### config.mk
export PLATFORM = sky130hd
export DESIGN_NAME = stream_argmax
export DESIGN_NICKNAME = d
export VERILOG_FILES = /design/src/rtl/stream_argmax.sv
export SDC_FILE = /design/constraint.sdc
export NUM_CORES = 1
export LEC_CHECK = 0
export ABC_CLOCK_PERIOD_IN_PS = 2490
export CAP_MARGIN = 20
export CORE_UTILIZATION = 53
export DETAILED_ROUTE_END_ITERATION = 8
export HOLD_SLACK_MARGIN = 0.08
export PLACE_DENSITY = 0.84
export SYNTH_ARGS = -nofsm -noshare
export SYNTH_HDL_FRONTEND = slang
export SYNTH_SLANG_ARGS = --single-unit
export TNS_END_PERCENT = 30
### constraint.sdc
create_clock -name clk -period 2.49 [get_ports clk]
set_input_delay 0.3735 -clock clk [delete_from_list [all_inputs] [get_ports clk]]
set_output_delay 0.3735 -clock clk [all_outputs]
set_load 0.02 [all_outputs]
### src/rtl/stream_argmax.sv
// stream_argmax: per-vector argmax over a valid/ready stream; defining STREAM_ARGMAX_RELU_EN clamps negative words to 0
module stream_argmax #(
   parameter int M = 8,
   parameter int T = 12,
   localparam int IW = $clog2(M)
) (
   input  logic          clk,
   input  logic          reset,
   input  logic          s_valid,
   input  logic [T-1:0]  data_in,
   output logic          s_ready,
   output logic          m_valid,
   input  logic          m_ready,
   output logic [IW-1:0] idx_out,
   output logic [T-1:0]  max_out
);
   logic [IW-1:0] cnt, ridx, nidx;
   logic signed [T-1:0] rmax, d, nmax;
   logic last, acc, take;
   always_comb begin
`ifdef STREAM_ARGMAX_RELU_EN
      d = data_in[T-1] ? '0 : $signed(data_in);
`else
      d = $signed(data_in);
`endif
      last = cnt == IW'(M - 1);
      s_ready = !(last && m_valid && !m_ready);
      acc = s_valid && s_ready;
      // element 0 always seeds the running max; later ones need a strict win
      take = cnt == '0 || d > rmax;
      nmax = take ? d : rmax;
      nidx = take ? cnt : ridx;
   end
   always_ff @(posedge clk) begin
      if (reset) begin
         cnt <= '0;
         rmax <= '0;
         ridx <= '0;
         m_valid <= 1'b0;
         idx_out <= '0;
         max_out <= '0;
      end else begin
         if (acc) begin
            cnt <= last ? '0 : cnt + IW'(1);
            rmax <= nmax;
            ridx <= nidx;
         end
         if (acc && last) begin
            idx_out <= nidx;
            max_out <= nmax;
            m_valid <= 1'b1;
         end else if (m_valid && m_ready) begin
            m_valid <= 1'b0;
         end
      end
   end
endmodule
==> results of run 1 <==
-- kinds of logic after synthesis --
group                    count (synthesis)  share of synthesized area
adder cells (fa/ha/maj)                 15                     0.0970
multiplexers                            14                     0.0724
flip-flops                              34                      0.352
AND/OR/NAND/NOR                         81                      0.219
buffers and inverters                   30                     0.0666
AO/OA/AOI/OAI                           50                      0.193
-- flip-flops by register name, indices dropped and copies added (netlist names) --
name	cells
idx_out	3
max_out	12
cnt	3
rmax	12
ridx	3
m_valid	1
-- metal layers --
layer,routed length (um),GRT usage
met4,51,0.0930
met1,1970,0.284
met5,0,0
met2,2050,0.410
met3,184,0.0547
-- worst reg2reg max path, stage by stage (launching register included) --
cell,delay (ns)
dfxtp_1,0.37
inv_1,0.06
ha_1,0.29
nor2b_1,0.15
o211ai_2,0.14
a211oi_2,0.12
o41ai_4,0.42
buf_4,0.21
nand3_1,0.08
a311oi_1,0.28
-- report_power, final --
part	total (W)	internal [W]	switching (W)
Clock	0.000287	0.000106	0.000180
Combinational	0.000300	0.000143	0.000158
Sequential	0.000579	0.000563	0.0000161
Total	0.00117	0.000812	0.000354
-- final timing paths --
kind	from	to	slack (ns)
hold / removal	ridx[1]	ridx[1]	0.48
setup reg to reg	rmax[1]	max_out[2]	0.27
hold reg to reg	ridx[1]	ridx[1]	0.48
setup / recovery	cnt[1]	s_ready	0.13
-- final cells by class --
cell class | instances | share of cell area
Tap cell | 46 | 0.0233
Inverter | 16 | 0.0243
Sequential cell | 34 | 0.275
Multi-Input combinational cell | 160 | 0.456
Clock buffer | 7 | 0.0182
Timing Repair Buffer | 56 | 0.202
-- metrics by stage --
stage / instances / power, W / setup TNS, ns / area (um2) / utilization
floorplan: 224 / 0.000771 / 0 / 1940 / -
global route: 319 / 0.00124 / 0 / 2470 / 0.724
global placement: 312 / 0.000879 / -0.877 / 2430 / 0.711
detailed placement: 312 / 0.000887 / -2.94 / 2430 / 0.711
finish: 319 / 0.00117 / 0 / 2470 / 0.724
CTS: 319 / 0.00117 / 0 / 2470 / 0.724
-- cell usage in the layout (no fill, tap or decap), types with 2 or more instances in the layout --
master,count
o21ai_1,14
clkbuf_1,2
a21oi_1,8
nor2_1,19
ha_1,15
clkdlybuf4s50_1,32
dfxtp_1,34
mux2i_1,14
buf_4,24
nand4_1,3
a31oi_1,2
nor2b_1,2
nand3_1,19
a311oi_1,14
nand2_1,5
clkbuf_4,5
nand2b_1,30
inv_1,15
==> flow_summary.ini, run 1 <==
[run_status]
status = completed

[cts]
cts_tree = built
insertion_delay_ns = 0.34
numCtsBuffers = 5
postCtsSetupRepairBufs = 0
clock_path_buffers = 2
cts_root_buffer = clkbuf_4
clk_pin_slew_ns = 0.09
ctsHoldBuffers = 0
cts_sinks = 34
ctsResizeCount = 0
h-tree-depth = 2

[hold_path]
min_path_type = register to register
hold_depth = 2

[global_route]
grt_overflow = 0
gr-usage-all-layers = 0.238
antenna_found_initial = 0
grt_max_degree = 49
grt_pass1_vias = 1721
grt_pass1_wl_mm = 7.45

[setup_path]
start_kind = register
r2r_cells = 9
cp_data_required_time_ns = 2.12
path_cells = ha_1, ha_1, nand3b_1, clkdlybuf4s50_1
crit_path_end_kind = primary output
crit_family = buffers and inverters
worstSetupPathType = register to primary output
crit_path_frequent_cell = ha_1
cp_num_buf_inv = 1
path_depth = 4
crit_slowest_cell = clkdlybuf4s50_1
crit_path_max_fanout = 6
cp.arrival_ns = 1.99
slowest_delay_ns = 0.65

[finish]
multi_input_area_um2 = 1130
fillerInstances = 265
drive_gt1_frac = 0.132
seq_area_um2 = 681
num-nets-final = 304
syn2layout_area_growth_pct = 27.7
n_antenna_cell = 0

[timing]
fin_skew_ns = 0.00988
final-setup-viol-count = 0
fin_crit_sh = 0.948
max_freq_mhz = 424
finalMaxSlewViolations = 0
period_minus_slack_ns = 2.36
tightest_slew_ns = 0.388
slew_headroom = 0.741
rsz0062_at_grt = false
finalHoldViolCount = 0
timing.hold.ws_ns = 0.483
fin_ws_ns = 0.129

[synthesis]
syn_area_um2 = 1940
synth_top_area_share = 0.352
synthArstFlopShare = 0
ys_top_cells_by_count = dfxtp_1 (34), nand2b_1 (30), nor2_1 (20)
synth_cell_types = 32
ys_seq_elements = 34
synth_nets = 255
yosysWarnings = 0
yosys.cell_count.top_type = dfxtp_1
synth_area_leaders = dfxtp_1 (35%), ha_1 (9.7%), nand2b_1 (9.7%)
synthFlopType = dfxtp_1
synth_top_area_cell = dfxtp_1
synth-edff-count = 0
seq_area_frac_synth = 0.352
netlist_instances = 224
synth.avg_cell_area_um2 = 8.64

[die]
dieArea_um2 = 3900
placementRows = 21
die-height_um = 62.4
initial_core_util = 0.567
coreArea_um2 = 3420
pin_count = 33
die_w_um = 62.4

[place]
place.gp.congestion = 0.784
dp_hpwl_mm = 3.09
port_buffers = 32
dp_worst_setup_slack_ns = -0.163

[drt]
vias = 1762
drc = 0
ant_nets = 0
drt_pass1_iterations = 5
wl_per_cell_um = 13.3
viasPerCell = 5.52
drtIter0Drc = 144
wirelength_mm = 4.25

[power]
p_leak_nw = 0.927
max-vdd-ir-drop_mv = 0.397
power_density_nw_per_um2 = 472

[job]
drv_cap = 0
(Power assumes the default switching activity.)
==> run 2: changes to the inputs <==
==> config.mk (replaced) <==
export PLATFORM = sky130hd
export DESIGN_NAME = stream_argmax
export DESIGN_NICKNAME = d
export VERILOG_FILES = /design/src/rtl/stream_argmax.sv
export SDC_FILE = /design/constraint.sdc
export NUM_CORES = 1
export LEC_CHECK = 0
export ABC_CLOCK_PERIOD_IN_PS = 2900
export CAP_MARGIN = 20
export CORE_UTILIZATION = 55
export DETAILED_ROUTE_END_ITERATION = 8
export HOLD_SLACK_MARGIN = 0.08
export PLACE_DENSITY = 0.86
export SYNTH_ARGS = -nofsm -noshare
export SYNTH_HDL_FRONTEND = slang
export SYNTH_SLANG_ARGS = --single-unit
==> constraint.sdc (replaced) <==
create_clock -name clk -period 2.9 [get_ports clk]
set_input_delay 0.435 -clock clk [delete_from_list [all_inputs] [get_ports clk]]
set_output_delay 0.435 -clock clk [all_outputs]
set_load 0.02 [all_outputs]
==> run 2 against run 1 <==
  * Hold slack better by 0.00086 ns
  * Global-route usage up 0.29 points
  * Count of clock-buffer cells in the layout unchanged
  * Combinational power down 26%
  * Final area down 5.2%
  * Clock power down 16%
  * First-iteration DRC count down 35%
  * Via count down 2.7%
  * Critical endpoint is now max_out[1]
  * Largest cell class unchanged
==> flow_summary.ini, run 2 (synthesized netlist as in run 1, its figures left out) <==
[run_status]
status = completed

[drt]
route.met3.wl_um = 265
ant_nets = 0
drt_pass1_iterations = 4
vias = 1714
drtIter0Drc = 94
wl_met2_mm = 1.86
routed.top_layer = met4
drc = 0
wirelength_mm = 3.99
viasPerCell = 5.68
wl_met1_mm = 1.78
wl_per_cell_um = 13.2

[finish]
reg_top3 = max_out x12, rmax x12
n_antenna_cell = 0
syn2layout_area_growth_pct = 21.1
num-nets-final = 287
final_common_cell = dfxtp_1
utilization = 0.697
drive_gt1_frac = 0.0742
mostFrequentLayoutCells = dfxtp_1 (34), clkdlybuf4s50_1 (32), nand2b_1 (30)

[place]
dp_worst_setup_slack_ns = 0.0809
dp_hpwl_mm = 2.75
port_buffers = 32
place.gp.congestion = 0.781

[timing]
max_freq_mhz = 403
fin_crit_sh = 0.855
final-setup-viol-count = 0
period_minus_slack_ns = 2.48
slew_headroom = 0.645
rsz0062_at_grt = false
finalMaxSlewViolations = 0
finalHoldViolCount = 0
fin_skew_ns = 0.00330
setup_tns_ns = 0
tightest_slew_ns = 0.531
fin_ws_ns = 0.419

[power]
power_density_nw_per_um2 = 410
max-vdd-ir-drop_mv = 0.345
p_leak_nw = 0.845
total_power_w = 0.000961

[setup_path]
start_kind = input port
crit_path_end_kind = register
reg2reg_from = rmax[1]
crit_end = max_out[1]
crit_slowest_cell = o41ai_4
cp.arrival_ns = 2.73
path_depth = 9
r2r_cells = 9
reg2reg_slack_ns = 0.59
cp_data_required_time_ns = 3.15
crit_path_max_fanout = 8
crit_path_start = data_in[1]
crit_family = compound AO/OA/AOI/OAI gates
slowest_delay_ns = 0.53
path_cells = clkdlybuf4s50_1, ha_1, nor2b_1, o211ai_2, a211oi_2, o41ai_4, buf_4, nand3_1, a311oi_1
worstSetupPathType = input port to register
cp_num_buf_inv = 2
rr_endpoint = max_out[1]

[cts]
insertion_delay_ns = 0.34
cts_sinks = 34
ctsHoldBuffers = 0
cts_root_buffer = clkbuf_4
postCtsSetupRepairBufs = 0
numCtsBuffers = 5
h-tree-depth = 2
clk_pin_slew_ns = 0.09
clock_path_buffers = 2
cts_tree = built
ctsResizeCount = 0

[hold_path]
hold_depth = 2
min_path_type = register to register

[die]
die_w_um = 61.3
initial_core_util = 0.576
dieArea_um2 = 3760
die-height_um = 61.3
pin_count = 33
coreArea_um2 = 3360
placementRows = 21

[global_route]
grt_pass1_vias = 1543
antenna_found_initial = 0
gr-usage-all-layers = 0.241
grt_overflow = 0
grt_max_degree = 49
grt_pass1_wl_mm = 6.51

[job]
drv_cap = 0
## run 2: final cells by class
cell class | instances | area (um2)
clock buffer | 7 | 45.0
inverter | 16 | 60.1
sequential | 34 | 681
tap | 46 | 57.6
fill | 284 | 1020
multi-input combinational | 160 | 1130
timing repair buffer | 39 | 373
## run 2: stage by stage
step | instances | hold slack [ns] | cell area [um2]
6_report | 302 | 0.483 | 2340
2_1_floorplan | 224 | 0.449 | 1940
4_1_cts | 302 | 0.484 | 2340
3_5_place_dp | 295 | 0.466 | 2300
5_1_grt | 302 | 0.496 | 2340
3_3_place_gp | 295 | 0.464 | 2300
## run 2: how the worst min path moves through the flow
stage                     endpoint     from  slack [ns]
after global placement     ridx[0]  ridx[0]        0.46
after CTS                  ridx[0]  ridx[0]        0.48
after detailed placement   ridx[0]  ridx[0]        0.47
final                      ridx[0]  ridx[0]        0.48
after global routing       ridx[1]  ridx[1]        0.50
after floorplan            ridx[0]  ridx[0]        0.45
## run 2: layer usage
metal  track usage  vias up
met4         0.133        0
met5             0        -
li1              -      865
met2         0.388       62
met1         0.281      780
met3        0.0819        7
## run 2: tightest hold or removal path: cells and delay by family, from the launching register on
| family | cells | cell delay (ns) |
|---|---|---|
| AND/OR/NAND/NOR | 1 | 0.06 |
| flip-flops | 1 | 0.32 |
| multiplexers | 1 | 0.06 |
## run 2: power by group
part	internal, W	total [W]	switching, W
clock network	0.0000913	0.000242	0.000150
logic	0.0000970	0.000221	0.000124
registers	0.000484	0.000498	0.0000144
